--- config.mk ---
export PLATFORM = sky130hd
export DESIGN_NAME = note_tone_gen
export DESIGN_NICKNAME = d
export VERILOG_FILES = /design/src/rtl/note_tone_pkg.sv /design/src/rtl/note_tone_gen_rom.sv /design/src/rtl/note_tone_gen.sv
export SDC_FILE = /design/constraint.sdc
export NUM_CORES = 1
export LEC_CHECK = 0
export BUFFER_PORTS_ARGS = -buffer_cell sky130_fd_sc_hd__buf_2
export CAP_MARGIN = 20
export CORE_ASPECT_RATIO = 0.7
export CORE_MARGIN = 10
export CORE_UTILIZATION = 50
export DETAILED_ROUTE_END_ITERATION = 6
export PLACE_DENSITY = 0.64
export SLEW_MARGIN = 20
export SYNTH_ARGS = -nofsm -noshare
export SYNTH_HDL_FRONTEND = slang
export SYNTH_SLANG_ARGS = --single-unit
--- constraint.sdc ---
create_clock -name clk50mhz -period 5.7 [get_ports clk50mhz]
set_input_delay 0.57 -clock clk50mhz [delete_from_list [all_inputs] [get_ports clk50mhz]]
set_output_delay 0.57 -clock clk50mhz [all_outputs]
set_load 0.1 [all_outputs]
--- src/rtl/note_tone_pkg.sv ---
// note_tone_pkg: shared widths, FSM states and the note -> period table for note_tone_gen.
package note_tone_pkg;
    localparam int NOTE_W    = 6;
    localparam int PER_W_DEF = 20;

    typedef enum logic [1:0] {IDLE, PLAY, PEND} state_t;

    // Clocks per tone period at 50 MHz: note 1 = C2 ... note 34 = A4 ... note 63 = D7; entry 0 is the rest.
    localparam logic [PER_W_DEF-1:0] PERIOD_LUT [64] = '{
        20'd0,
        20'd764452, 20'd721546, 20'd681048, 20'd642824, 20'd606745, 20'd572691, 20'd540549, 20'd510210,
        20'd481574, 20'd454545, 20'd429034, 20'd404954, 20'd382226, 20'd360773, 20'd340524, 20'd321412,
        20'd303373, 20'd286346, 20'd270274, 20'd255105, 20'd240787, 20'd227273, 20'd214517, 20'd202477,
        20'd191113, 20'd180386, 20'd170262, 20'd160706, 20'd151686, 20'd143173, 20'd135137, 20'd127553,
        20'd120394, 20'd113636, 20'd107258, 20'd101238, 20'd95556,  20'd90193,  20'd85131,  20'd80353,
        20'd75843,  20'd71586,  20'd67569,  20'd63776,  20'd60197,  20'd56818,  20'd53629,  20'd50619,
        20'd47778,  20'd45097,  20'd42566,  20'd40177,  20'd37922,  20'd35793,  20'd33784,  20'd31888,
        20'd30098,  20'd28409,  20'd26815,  20'd25310,  20'd23889,  20'd22548,  20'd21283
    };

    function automatic int duty_shift(input logic [1:0] sel);
        return sel == 2'd1 ? 2 : sel == 2'd2 ? 3 : 1;
    endfunction
endpackage

--- src/rtl/note_tone_gen_rom.sv ---
// note_period_rom: combinational note index -> tone period in clocks, scaled down by PERIOD_SHIFT.
module note_period_rom
    import note_tone_pkg::*;
#(
    parameter int PER_W        = PER_W_DEF,
    parameter int PERIOD_SHIFT = 0
) (
    input  logic [NOTE_W-1:0] note,
    output logic [PER_W-1:0]  period
);
    assign period = PER_W'(PERIOD_LUT[note] >> PERIOD_SHIFT);
endmodule

--- src/rtl/note_tone_gen.sv ---
// note_tone_gen: note index -> glitch-free square-wave tone; note changes apply only at period wraps.
// Optional NOTE_TONE_DUTY_EN adds duty_sel (50/25/12.5% duty), sampled at each period start.
module note_tone_gen
    import note_tone_pkg::*;
#(
    parameter int CLK_HZ       = 50_000_000,
    parameter int PER_W        = PER_W_DEF,
    parameter int PERIOD_SHIFT = 0
) (
    input  logic              clk50mhz,
    input  logic              rst_n,
    input  logic              en,
    input  logic [NOTE_W-1:0] note_in,
`ifdef NOTE_TONE_DUTY_EN
    input  logic [1:0]        duty_sel,
`endif
    output logic              tone_out,
    output logic [NOTE_W-1:0] cur_note,
    output logic              per_strobe,
    output logic              chg_pend
);
    state_t            state, state_nx;
    logic [NOTE_W-1:0] note_q, cur_nx;
    logic [PER_W-1:0]  cnt, cnt_nx, per, per_nx, rom_per, h_nx;
    logic [1:0]        duty_nx;
    logic              wrap, start;

    if (CLK_HZ != 50_000_000) begin : g_clk_chk
        $error("note_tone_gen: period table is built for a 50 MHz clock");
    end

    note_period_rom #(.PER_W(PER_W), .PERIOD_SHIFT(PERIOD_SHIFT)) u_rom (.note(note_q), .period(rom_per));

    assign wrap     = cnt == per - 1'b1;
    assign chg_pend = state == PEND;

    // en low forces IDLE ahead of any wrap handling.
    always_comb begin
        state_nx = state;
        cnt_nx   = cnt + 1'b1;
        per_nx   = per;
        cur_nx   = cur_note;
        start    = 1'b0;
        if (!en) begin
            state_nx = IDLE;
            cnt_nx   = '0;
            cur_nx   = '0;
        end else begin
            case (state)
                IDLE: begin
                    cnt_nx = '0;
                    if (note_q != '0) begin
                        state_nx = PLAY;
                        per_nx   = rom_per;
                        cur_nx   = note_q;
                        start    = 1'b1;
                    end
                end
                PLAY: begin
                    if (wrap) begin
                        cnt_nx = '0;
                        start  = 1'b1;
                    end
                    if (note_q != cur_note) state_nx = PEND;
                end
                default: begin
                    if (wrap) begin
                        cnt_nx   = '0;
                        per_nx   = rom_per;
                        cur_nx   = note_q;
                        start    = note_q != '0;
                        state_nx = note_q == '0 ? IDLE : PLAY;
                    end else if (note_q == cur_note) begin
                        state_nx = PLAY;
                    end
                end
            endcase
        end
    end

`ifdef NOTE_TONE_DUTY_EN
    logic [1:0] duty_q;
    always_ff @(posedge clk50mhz or negedge rst_n)
        if (!rst_n) duty_q <= 2'd0;
        else duty_q <= duty_nx;
    assign duty_nx = start ? duty_sel : duty_q;
`else
    assign duty_nx = 2'd0;
`endif

    assign h_nx = per_nx >> duty_shift(duty_nx);

    always_ff @(posedge clk50mhz or negedge rst_n) begin
        if (!rst_n) begin
            state      <= IDLE;
            note_q     <= '0;
            cur_note   <= '0;
            cnt        <= '0;
            per        <= '0;
            tone_out   <= 1'b0;
            per_strobe <= 1'b0;
        end else begin
            state      <= state_nx;
            note_q     <= note_in;
            cur_note   <= cur_nx;
            cnt        <= cnt_nx;
            per        <= per_nx;
            tone_out   <= (state_nx != IDLE) && (cnt_nx < h_nx);
            per_strobe <= start;
        end
    end
endmodule

==> Word level (Yosys, flattened, before mapping) <==
Memory sizes are Yosys's and may differ from the RTL's.
Index checks and enable logic that the tools add are counted.
W data, S select, Z words.
{ "totals": {"mem_count": 1, "output_inout_bits": 9, "register_bits": 56, "rom_bits": 1280} }
{ "memory_table": {"columns": ["name", "words", "word_bits", "rd", "rd_clocked_by_memory_dff", "wr", "line_no", "text"], "rows": [
  ["(no name shown)", 64, 20, 1, 0, 0, "note_tone_gen_rom.sv:11", "assign period = PER_W'(PERIOD_LUT[note] >> PERIOD_SHIFT);"]
]} }
{ "op_classes": {"magnitude_cmp": 2, "add_sub_neg": 2, "eq_ne": 9, "reduce_logical": 8, "bitwise": 2, "n_mux": 25} }
{ "op_table": {"columns": ["cell", "count"], "rows": [
  ["$mux W20", 8],
  ["$pmux W20 S2", 1],
  ["$add A20 B1 Y20 const B", 1],
  ["$eq A20 B20 Y1", 1],
  ["$lt A20 B19 Y1", 1],
  ["$sub A20 B1 Y20 const B", 1],
  ["$mux W6", 3],
  ["$pmux W6 S2", 1],
  ["$mux W2", 5],
  ["$ge A7 B7 Y1 const B", 1],
  ["$not A6 Y7", 1],
  ["$eq A6 B6 Y1", 1],
  ["$logic_not A6 Y1", 1],
  ["$ne A6 B6 Y1", 1],
  ["$reduce_bool A6 Y1", 1],
  ["$mux W1", 5],
  ["$ne A2 B2 Y1 const B", 2],
  ["$pmux W2 S2", 1],
  ["$reduce_and A4 Y1", 1],
  ["$reduce_bool A2 Y1", 2],
  ["$ne A3 B1 Y1 const B", 1],
  ["$ne A3 B3 Y1 const B", 1],
  ["$reduce_and A3 Y1", 1],
  ["$eq A2 B1 Y1 const B", 1],
  ["5 further kinds", 5]
]} }

==> Logic depth before layout (Yosys ltp) <==
Gate-level depths: netlist (run 1).
{ "logic_depth": {"word_depth": 9, "mapped_depth": 21, "mapped_depth_nobuf": 19} }

==> Modules after synthesis <==
From an unflattened synthesis (run 1), not the netlist that was laid out.
{ "hier_totals": {"cells_unflattened": 676, "hier_area_um2": 5487.8} }
{ "modules_own_cells": {"columns": ["module", "area_each_um2", "seq_area_each_um2", "cells_each", "instances"], "rows": [
  ["note_tone_gen", 3641.0, 1401.3, 393, 1],
  ["note_period_rom", 1846.8, 0.0, 283, 1]
]} }

==> Least setup slack after synthesis (run 1) <==
OpenSTA, ideal clock, no wires.
{ "synth_path": {"path_type": "register -> register", "startpoint": "register per[8]", "endpoint": "register tone_out", "synth_period_minus_slack_ns": 4.753, "setup_time_ns": 0.086, "arrival_time_ns": 4.667, "stages_incl_launch_ff": 21, "setup_slack_ns": 0.947, "cell_sequence": "dfrtp_1 -> buf_2 -> or4_1 -> buf_2 -> or3_4 -> or4_1 -> a22oi_2 -> o2111ai_2 -> o31ai_4 -> nand2_4 -> buf_2 -> mux2i_1 -> ha_1 -> a21o_1 -> a21o_1 -> a21o_1 -> a211oi_1 -> o21ai_0 -> a21oi_1 -> nand3_1 -> nor3_1"} }
{ "synth_between": {"elab_chain_cells": 7} }
{ "synth_lines": {"columns": ["item", "line_no", "text"], "rows": [
  ["start: declaration", "note_tone_gen.sv:24", "logic [PER_W-1:0] cnt, cnt_nx, per, per_nx, rom_per, h_nx;"],
  ["start signal: assignment", "note_tone_gen.sv:107", "per <= per_nx;"],
  ["$sub A20 B1 Y20", "note_tone_gen.sv:34", "assign wrap = cnt == per - 1'b1;"],
  ["$eq A20 B20 Y1", "note_tone_gen.sv:34", null],
  ["$mux W20 (tied with other cells)", "note_tone_gen.sv:67", "if (wrap) begin"],
  ["$pmux W20 S2 (tied with other cells)", "note_tone_gen.sv:49", "case (state)"],
  ["$mux W20 or $mux W2 (tied branches)", "note_tone_gen.sv:44", "if (!en) begin"],
  ["$lt A20 B19 Y1 or $reduce_bool A2 Y1 (tied branches)", "note_tone_gen.sv:108", "tone_out <= (state_nx != IDLE) && (cnt_nx < h_nx);"],
  ["$logic_and A1 B1 Y1 *", "note_tone_gen.sv:108", null],
  ["end signal: assignment", "note_tone_gen.sv:108", null],
  ["end: declaration", "note_tone_gen.sv:17", "output logic tone_out,"]
]} }
Mark *: on every way between the ends. The rest lies on a longest branch, timed or not. The select of a mux whose other input is x is not followed.
A chain may end at the register's enable or synchronous reset.

==> Final worst setup path (run 1) <==
{ "layout_path": {"startpoint": "register per[7]", "endpoint": "register tone_out"} }
Same word-level chain as after synthesis.

==> out/qor.csv, run 1 <==
stage,metric,value,unit
placement,gp weighted congestion,0.974,
finish,"most common cell after layout, fill and taps aside",nor2_1,
setup_path,Critical Path Fanout Max,19,
clock_network,postcts setup bufs,0,
finish,most frequent cells in the layout,"nor2_1 (68), nand2_1 (59), dfrtp_1 (55)",
finish,layout net count,666,
clock_network,clk slew on worst S/H paths,0.07,ns
clock_network,CTS Buffer Depth,2,
logic_synthesis,ys flop type,dfrtp_1,
grt,antenna violations before repair,0,
routing,WL final,15200,µm
timing,final period utilization,90.4,%
timing,Fmax,194,MHz
routing,First DRT Iteration DRCs,679,
job,Max-cap violations,0,
grt,vias in the first global route,4510,
finish,area of the multi-input gates,3600,µm²
die,die height,106,µm
clock_network,TritonCTS buffer count,5,
die,Initial Util,51.2,%
finish,Reg area,1400,µm²
outcome,outcome,completed,
timing,final period demand of the worst path,5.15,ns
power,Pleak,2.40,nW
grt,first-pass GRT wire length,24900,µm
timing,Max-slew headroom,50.1,%
logic_synthesis,Mapped Nets,680,
timing,Worst-Margin Slew,0.749,ns
setup_path,reg-to-reg endpoint,tone_out$_DFF_PN0_,
placement,DP Wirelength,11600,µm
finish,share of cells above drive strength 1,12.3,%
logic_synthesis,Post-synth EDFFs,0,
logic_synthesis,number of synthesized register bits,56,
setup_path,"Req. time, crit path",5.92,ns
logic_synthesis,Post-Syn Area,5280,µm²
clock_network,cts hold-fix bufs,0,
die,Row Count,31,
setup_path,cells along the critical path,or4_1 > or3_4 > or4_1 > a22oi_2 > o2111ai_2 > o31ai_4 > nand2_4 > buf_4 > mux2i_1 > ha_1 > o21a_1 > o2111ai_1 > o211a_1 > o21ai_0 > a21oi_1 > nand3_1 > nor3_1,
min_path,HP Class,in -> reg,
setup_path,crit end category,register,
timing,RSZ-0062 raised after global routing,no,
logic_synthesis,post-synthesis cell type count,73,
routing,DRC,0,
setup_path,cell mode on critical path,or4_1,
setup_path,R2R Path Start,per[7]$_DFF_PN0_,
timing,setup violators final,0,
min_path,hold path startpoint,note_in[0],
clock_network,H-tree depth,2,
finish,design area,5600,µm²
finish,Layout Utilization,54.3,%
routing,Vias/cell,6.41,
setup_path,"setup slack, reg-to-reg",0.55,ns
routing,Via Count,4874,
timing,final hold vios,0,
setup_path,max incr delay on CP,0.70,ns
timing,max-slew violations,0,
finish,n_diodes,0,
die,Placeable Area,10300,µm²
finish,Fillers,947,
grt,gr ovfl total,0,
die,Ports,18,
placement,port bufs,17,
clock_network,Root Driver,clkbuf_16,
setup_path,crit path launch type,register,
clock_network,post-cts sizing count,0,
clock_network,Clock Sinks,56,
logic_synthesis,syn_area_per_cell,8.24,µm²
finish,Syn-to-layout area delta,6.12,%
power,pwr dens,280,nW/µm²
min_path,Hold Path Depth,1,
setup_path,R2R cell count,17,
logic_synthesis,"FFs w/ async S/R, synth",100,%
logic_synthesis,Yosys Warn Count,0,
routing,drt pass-1 iters,6,
min_path,WHS Endpoint,note_q[0]$_DFF_PN0_,
timing,Fin Setup TNS,0,ns
routing,Antenna Nets Post-Route,0,
power,Peak VDD IR,0.000162,V
grt,largest net degree at the start of global routing,57,
setup_path,CP max-delay cell,or4_1,
routing,drt wl/cell,20.1,µm
setup_path,Setup CP Type,reg -> reg,
setup_path,WP data arrival,5.37,ns
grt,Global Route Usage Sum,20.3,%
die,Die X,143,µm
logic_synthesis,Synth Instances,641,
die,Die ar.,15100,µm²
timing,Final Skew,0.00803,ns
clock_network,CTS tree,built,
placement,DP Area,5430,µm²
clock_network,later-pin clock latency in the skew report,0.30,ns
logic_synthesis,sequential area share after synthesis,26.5,%
power breakdown:
| part | total (mW) | internal (mW) | leakage [nW] | switching, mW |
|---|---|---|---|---|
| registers | 0.574 | 0.457 | 0.716 | 0.117 |
| clock network | 0.357 | 0.207 | 0.0798 | 0.150 |
| logic | 0.636 | 0.265 | 1.61 | 0.371 |
stage by stage:
step / instances / power [mW] / hold slack (ns) / setup WS [ns]
global route: 760 / 1.66 / 0.357 / 0.225
detailed placement: 752 / 1.20 / 0.565 / 0.565
floorplan: 641 / 1.04 / 0.274 / 0.947
finish: 760 / 1.57 / 0.371 / 0.549
global placement: 752 / 1.20 / 0.555 / 0.756
CTS: 760 / 1.56 / 0.366 / 0.569
worst max-delay path: cells and delay by family (launching register included):
kind,cells,cell delay (ns)
AND/OR/NAND/NOR,6,2.13
adder cells (fa/ha/maj),1,0.29
flip-flops,1,0.49
multiplexers,1,0.28
buffers and inverters,1,0.29
AO/OA/AOI/OAI,8,1.57
cell usage after synthesis (10+ instances only):
cell type,n,share of area (%)
a211oi_1,10,1.4
a21oi_1,35,3.3
clkbuf_1,42,3.0
dfrtp_1,56,27
ha_1,30,7.1
inv_1,17,1.2
mux2_4,10,2.8
mux2i_1,18,3.4
nand2_1,59,4.2
nand3_1,23,2.2
nor2_1,68,4.8
nor3_1,16,1.5
o21ai_0,46,4.4
xnor2_1,23,3.8
xor2_1,22,3.7
cell families after synthesis:
family                     Yosys count  synth area share, %
DFF                                 56                 26.5
muxes                               42                 11.0
buffers and inverters               69                 5.19
xor gates and xnor gates            45                 7.47
and+or+nand+nor                    236                 22.1
AOI/OAI and AO/OA                  163                 20.6
adders and majority gates           30                 7.11
registers in the layout, summed over array words and instances (netlist names):
register and flops:
per_strobe 1, cur_note 6, note_q 6, per 20
tone_out 1, cnt 20, state 2
how the worst max path moves through the flow:
stage | startpoint | to | slack (ns) | cells after the start
after floorplan | per[8]$_DFF_PN0_ | tone_out$_DFF_PN0_ | 0.95 | 20
after global placement | per[7]$_DFF_PN0_ | tone_out$_DFF_PN0_ | 0.76 | 17
after detailed placement | per[7]$_DFF_PN0_ | tone_out$_DFF_PN0_ | 0.56 | 17
after CTS | per[7]$_DFF_PN0_ | tone_out$_DFF_PN0_ | 0.57 | 17
after global routing | per[7]$_DFF_PN0_ | tone_out$_DFF_PN0_ | 0.22 | 17
final | per[7]$_DFF_PN0_ | tone_out$_DFF_PN0_ | 0.55 | 17
area by class of cell:
class | instances | area share [%]
inverter | 18 | 1.21
multi-input combinational | 516 | 64.3
clock inverter | 3 | 0.759
sequential | 56 | 25.0
tap | 132 | 2.95
clock buffer | 5 | 2.23
timing repair buffer | 30 | 3.48
per-layer routing:
metal | part of all wire (%) | wire [µm] | vias up | track usage, %
li1 | - | - | 2315 | -
met1 | 49 | 7480 | 2313 | 31.5
met2 | 40 | 6170 | 236 | 27.6
met3 | 9.9 | 1510 | 10 | 5.69
met4 | 0.62 | 94 | 0 | 2.79
met5 | 0 | 0 | - | 0
Power figures use the tool's default switching activity.
==> run 2: changes to the inputs <==
--- a/config.mk
+++ b/config.mk
@@ -9,9 +9,10 @@
 export CAP_MARGIN = 20
 export CORE_ASPECT_RATIO = 0.7
 export CORE_MARGIN = 10
-export CORE_UTILIZATION = 50
+export CORE_UTILIZATION = 28
 export DETAILED_ROUTE_END_ITERATION = 6
-export PLACE_DENSITY = 0.64
+export PLACE_DENSITY = 0.4
+export REMOVE_ABC_BUFFERS = 1
 export SLEW_MARGIN = 20
 export SYNTH_ARGS = -nofsm -noshare
 export SYNTH_HDL_FRONTEND = slang
==> constraint.sdc (replaced) <==
create_clock -name clk50mhz -period 6.05 [get_ports clk50mhz]
set_input_delay 0.605 -clock clk50mhz [delete_from_list [all_inputs] [get_ports clk50mhz]]
set_output_delay 0.605 -clock clk50mhz [all_outputs]
set_load 0.1 [all_outputs]
==> run 2 against run 1 <==
Net effect: cell area rose by 2.0%; utilization fell by 23 points; clock-buffer cell count rose by 1; critical path type unchanged; critical endpoint unchanged; largest cell class unchanged; highest routed layer unchanged.
==> out/qor.csv, run 2 (synthesized netlist as in run 1, its figures left out) <==
stage,metric,value,unit,change
outcome,outcome,completed,,
routing,WL final,17500,µm,+15%
setup_path,Critical Path Fanout Max,13,,-6
grt,GR Layer Usage met3,4.10,%,-1.6 points
finish,layout net count,667,,+0.15%
timing,Max-slew headroom,49.4,%,-0.64 points
power,power consumption,1.47,mW,-6.2%
grt,antenna violations before repair,0,,unchanged
placement,DP Area,5560,µm²,+2.3%
timing,setup violators final,0,,unchanged
timing,final hold vios,0,,unchanged
timing,Fin Setup TNS,0,ns,unchanged
clock_network,later-pin clock latency in the skew report,0.30,ns,about the same
grt,M1 GR Usage,22.0,%,-9.4 points
timing,Fmax,192,MHz,-0.88%
timing,Worst-Margin Slew,0.759,ns,+0.00964 ns
routing,Vias/cell,5.56,,-13%
clock_network,CTS tree,built,,
clock_network,Root Driver,clkbuf_16,,
timing,worst hold margin,0.407,ns,+0.0366 ns
routing,Antenna Nets Post-Route,0,,unchanged
grt,gr ovfl total,0,,unchanged
power,Peak VDD IR,0.000104,V,-35%
timing,final period utilization,85.9,%,-4.5 points
clock_network,postcts setup bufs,0,,unchanged
setup_path,WP data arrival,5.37,ns,about the same
min_path,HP Class,in -> reg,,
grt,routing usage on met2,18.6,%,-9.0 points
grt,vias in the first global route,4621,,+2.5%
setup_path,"Req. time, crit path",6.22,ns,+0.30 ns
finish,design area,5710,µm²,+2.0%
grt,largest net degree at the start of global routing,57,,unchanged
power,Pleak,2.39,nW,-0.51%
finish,most frequent cells in the layout,"nor2_1 (68), nand2_1 (59), dfrtp_1 (55)",,
power,pwr dens,257,nW/µm²,-8.1%
clock_network,H-tree depth,2,,unchanged
die,Placeable Area,18300,µm²,+77%
grt,first-pass GRT wire length,27600,µm,+11%
finish,Syn-to-layout area delta,8.22,%,
die,die height,135,µm,+27%
clock_network,TritonCTS buffer count,5,,unchanged
timing,max-slew violations,0,,unchanged
routing,drt wl/cell,20.2,µm,+0.83%
routing,drt pass-1 iters,5,,-1
clock_network,Clock Sinks,56,,unchanged
timing,RSZ-0062 raised after global routing,no,,
placement,port bufs,17,,unchanged
grt,Global Route Usage Sum,14.1,%,-6.2 points
job,Max-cap violations,0,,unchanged
timing,final period demand of the worst path,5.20,ns,+0.0456 ns
finish,Top Registers,"cnt (20), per (20)",,
finish,n_diodes,0,,unchanged
placement,gp weighted congestion,0.896,,-8.0%
routing,DRC,0,,unchanged
routing,Via Count,4808,,-1.4%
setup_path,crit end category,register,,
grt,GRT busiest layer,met1,,
setup_path,Setup CP Type,reg -> reg,,
routing,First DRT Iteration DRCs,368,,-46%
die,Ports,18,,unchanged
finish,Fillers,1961,,+110%
die,Die X,184,µm,+29%
placement,DP Wirelength,13600,µm,+17%
finish,share of cells above drive strength 1,12.4,%,+0.14 points
clock_network,post-cts sizing count,0,,unchanged
die,Die ar.,24800,µm²,+64%
die,Row Count,41,,+32%
clock_network,cts hold-fix bufs,0,,unchanged
setup_path,crit path launch type,register,,
finish,"most common cell after layout, fill and taps aside",nor2_1,,
timing,Final Skew,0.00621,ns,-0.00182 ns
clock_network,CTS Buffer Depth,2,,unchanged
clock_network,clk slew on worst S/H paths,0.08,ns,about the same
die,Initial Util,28.9,%,-22 points
## run 2: worst max-delay path, stage by stage, from the launching register on
cell	delay, ns
dfrtp_1	0.51
or4_1	0.70
or3_4	0.42
or4_1	0.52
a22oi_2	0.18
o2111ai_2	0.29
o31ai_4	0.32
nand2_4	0.20
buf_4	0.26
mux2_2	0.28
ha_1	0.30
nand3_1	0.07
nor3_1	0.22
o2111ai_1	0.25
o211a_1	0.26
o21ai_0	0.07
a21oi_1	0.07
nand3_1	0.10
nor3_1	0.05
## run 2: area by class of cell
cell class	count	area, µm²	area share (%)
timing repair buffer	31	190	3.33
sequential	56	1400	24.6
inverter	18	67.6	1.18
clock inverter	2	15.0	0.263
tap	236	295	5.17
clock buffer	6	139	2.43
multi-input combinational	516	3600	63.1
## run 2: final timing paths
path	endpoint	slack (ns)	cells past startpoint	startpoint
min in group asynchronous	note_q[2]$_DFF_PN0_	0.46	2	rst_n
max reg2reg	tone_out$_DFF_PN0_	0.85	18	per[7]$_DFF_PN0_
max in group asynchronous	note_q[3]$_DFF_PN0_	5.08	2	rst_n
min	note_q[5]$_DFF_PN0_	0.41	1	note_in[5]
min reg2reg	cur_note[1]$_DFFE_PN0P_	0.58	2	cur_note[1]$_DFFE_PN0P_
max	tone_out$_DFF_PN0_	0.85	18	per[7]$_DFF_PN0_
## run 2: metrics by stage
step | worst slack [ns] | utilization [%] | cells
detailed placement | 0.849 | 30.4 | 857
CTS | 0.828 | 31.3 | 865
global placement | 1.02 | 30.4 | 857
floorplan | 1.05 | - | 590
global route | 0.343 | 31.3 | 865
finish | 0.853 | 31.3 | 865
## run 2: routing by layer
metal / part of all wire, % / up-vias / routed length [µm]
met4: 0.55 / 0 / 97
li1: - / 2320 / -
met1: 53 / 2329 / 9360
met3: 7.9 / 7 / 1380
met2: 38 / 152 / 6670
met5: 0 / - / 0
## run 2: power by group
part | internal [mW] | switching [mW]
clock | 0.165 | 0.142
combinational | 0.250 | 0.359
sequential | 0.430 | 0.123
==> run 3: changes to the inputs <==
--- a/config.mk
+++ b/config.mk
@@ -9,11 +9,12 @@
 export CAP_MARGIN = 20
 export CORE_ASPECT_RATIO = 0.7
 export CORE_MARGIN = 10
-export CORE_UTILIZATION = 28
+export CORE_UTILIZATION = 60
 export DETAILED_ROUTE_END_ITERATION = 6
-export PLACE_DENSITY = 0.4
+export PLACE_DENSITY = 0.75
 export REMOVE_ABC_BUFFERS = 1
 export SLEW_MARGIN = 20
 export SYNTH_ARGS = -nofsm -noshare
 export SYNTH_HDL_FRONTEND = slang
 export SYNTH_SLANG_ARGS = --single-unit
+export TNS_END_PERCENT = 30
==> run 3 against run 2 <==
Net effect: critical path depth increased by 2; hold slack lost 0.33 ns; sequential power is 1% lower; clock-buffer cell count fell by 1; first-iteration DRC count increased by 92%; flip-flop and latch count stayed put; combinational power fell by 2%; largest power group unchanged; routed wire length is 11% lower.
==> out/qor.csv, run 3 (synthesized netlist as in run 1, its figures left out) <==
stage,metric,value,unit,change
outcome,outcome,completed,,
routing,Vias/cell,6.76,,+22%
finish,"most common cell after layout, fill and taps aside",nor2_1,,
routing,First DRT Iteration DRCs,708,,+92%
power,Seq pwr share,36.1,%,-1.6 points
finish,share of cells above drive strength 1,11.7,%,-0.70 points
finish,Top Registers,"cnt (20), per (20)",,
finish,n_diodes,0,,unchanged
die,Die X,132,µm,-28%
grt,first-pass GRT wire length,24800,µm,-10%
die,Die ar.,13000,µm²,-48%
clock_network,Clock Sinks,56,,unchanged
clock_network,cts hold-fix bufs,0,,unchanged
finish,layout net count,663,,-0.60%
power,Clk network pwr share,24.5,%,+3.6 points
timing,final period utilization,96.2,%,+10 points
grt,largest net degree at the start of global routing,56,,-1.8%
timing,setup violators final,0,,unchanged
clock_network,clk slew on worst S/H paths,0.07,ns,about the same
setup_path,WP data arrival,6.04,ns,+0.67 ns
timing,max-slew violations,0,,unchanged
power,combinational share of power,39.4,%,-2.0 points
timing,final hold vios,0,,unchanged
die,die height,98.5,µm,-27%
power,Psw,0.600,mW,-3.8%
power,Pleak,2.39,nW,about the same
timing,final period demand of the worst path,5.82,ns,+0.624 ns
grt,GR Layer Usage met3,6.34,%,+2.2 points
power,Peak VDD IR,0.000172,V,+65%
clock_network,CTS Buffer Depth,2,,unchanged
routing,WL final,15600,µm,-11%
die,Ports,18,,unchanged
timing,Worst-Margin Slew,1.07,ns,+0.309 ns
job,Max-cap violations,0,,unchanged
power,internal power,0.912,mW,+7.9%
finish,Syn-to-layout area delta,5.50,%,
grt,GRT busiest layer,met1,,
power,sw frac,39.7,%,-2.8 points
grt,vias in the first global route,4473,,-3.2%
timing,Fmax,172,MHz,-11%
routing,drt wl/cell,21.0,µm,+3.6%
routing,DRC,0,,unchanged
clock_network,Root Driver,clkbuf_16,,
clock_network,later-pin clock latency in the skew report,0.30,ns,about the same
routing,Antenna Nets Post-Route,0,,unchanged
clock_network,postcts setup bufs,0,,unchanged
die,Initial Util,62.0,%,+33 points
grt,routing usage on met2,33.1,%,+14 points
setup_path,crit end category,register,,
routing,Via Count,5033,,+4.7%
finish,Layout Utilization,65.4,%,+34 points
grt,M1 GR Usage,34.2,%,+12 points
grt,antenna violations before repair,0,,unchanged
setup_path,Critical Path Fanout Max,23,,+10
clock_network,TritonCTS buffer count,5,,unchanged
placement,port bufs,17,,unchanged
timing,Max-slew headroom,27.0,%,-22 points
placement,DP Wirelength,11600,µm,-15%
power,pwr dens,271,nW/µm²,+5.6%
min_path,HP Class,in -> async,,
finish,most frequent cells in the layout,"nor2_1 (68), nand2_1 (59), dfrtp_1 (55)",,
setup_path,crit path launch type,register,,
clock_network,post-cts sizing count,0,,unchanged
routing,drt pass-1 iters,6,,+1
placement,gp weighted congestion,0.992,,+11%
timing,Fin Setup TNS,0,ns,unchanged
grt,Global Route Usage Sum,23.1,%,+9.0 points
grt,gr ovfl total,0,,unchanged
timing,RSZ-0062 raised after global routing,no,,
clock_network,CTS tree,built,,
clock_network,H-tree depth,2,,unchanged
setup_path,Setup CP Type,reg -> reg,,
die,Placeable Area,8510,µm²,-53%
timing,Final Skew,0.00585,ns,-0.000364 ns
setup_path,"Req. time, crit path",6.27,ns,+0.05 ns
die,Row Count,28,,-32%
-- run 3: final cells by class --
| type | instances | area (µm²) |
|---|---|---|
| well taps | 120 | 150 |
| clock buffers | 5 | 125 |
| flip-flops and latches | 56 | 1400 |
| repair buffers | 27 | 160 |
| multi-input cells | 516 | 3600 |
| clock inverters | 2 | 60.1 |
| inverters | 18 | 67.6 |
| fillers | 744 | 2940 |
-- run 3: critical path: stages (launching register included) --
cell	delay, ns
dfrtp_1	0.47
inv_1	0.10
ha_1	0.22
or3b_2	0.57
nor3_1	0.23
nand3_1	0.10
a2111oi_0	0.92
o2111ai_1	0.27
buf_4	0.26
o31ai_4	0.27
nand2_4	0.26
buf_4	0.32
mux2i_1	0.28
ha_1	0.29
o21a_1	0.17
o2111ai_1	0.31
o211a_1	0.17
o21ai_0	0.08
a21oi_1	0.15
nand3_1	0.10
nor3_1	0.19
-- run 3: power groups by stage --
stage	logic (mW)	clock network [mW]	registers [mW]
after floorplan	0.394	0	0.564
after global placement	0.574	0	0.544
after detailed placement	0.579	0	0.545
after CTS	0.583	0.373	0.541
after global routing	0.647	0.388	0.558
final	0.596	0.370	0.546
-- run 3: path summary, 6_finish.rpt --
check                                     endpoint  slack [ns]               startpoint  depth (start not counted)
max                             tone_out$_DFF_PN0_        0.23         per[1]$_DFF_PN0_                         20
min                            note_q[2]$_DFF_PN0_        0.08                    rst_n                          1
max reg2reg                     tone_out$_DFF_PN0_        0.23         per[1]$_DFF_PN0_                         20
min reg2reg                cur_note[4]$_DFFE_PN0P_        0.58  cur_note[4]$_DFFE_PN0P_                          2
max in group asynchronous      note_q[3]$_DFF_PN0_        5.10                    rst_n                          2
min in group clk50mhz          note_q[5]$_DFF_PN0_        0.41               note_in[5]                          1
-- run 3: metal layers --
metal | vias up | part of all wire [%]
li1 | 2303 | -
met4 | 0 | 0.74
met1 | 2446 | 48
met2 | 269 | 41
met5 | - | 0
met3 | 15 | 11
-- run 3: per-stage QoR --
stage / total power, mW / hold WS (ns) / area [µm²] / cells / setup slack (ns)
after floorplan: 0.958 / 0.309 / 5070 / 590 / 1.05
after global placement: 1.12 / 0.386 / 5380 / 737 / 0.824
after detailed placement: 1.12 / 0.390 / 5380 / 737 / 0.611
after CTS: 1.50 / 0.0747 / 5570 / 744 / 0.506
after global routing: 1.59 / 0.0780 / 5570 / 744 / 0.0541
final: 1.51 / 0.0776 / 5570 / 744 / 0.230
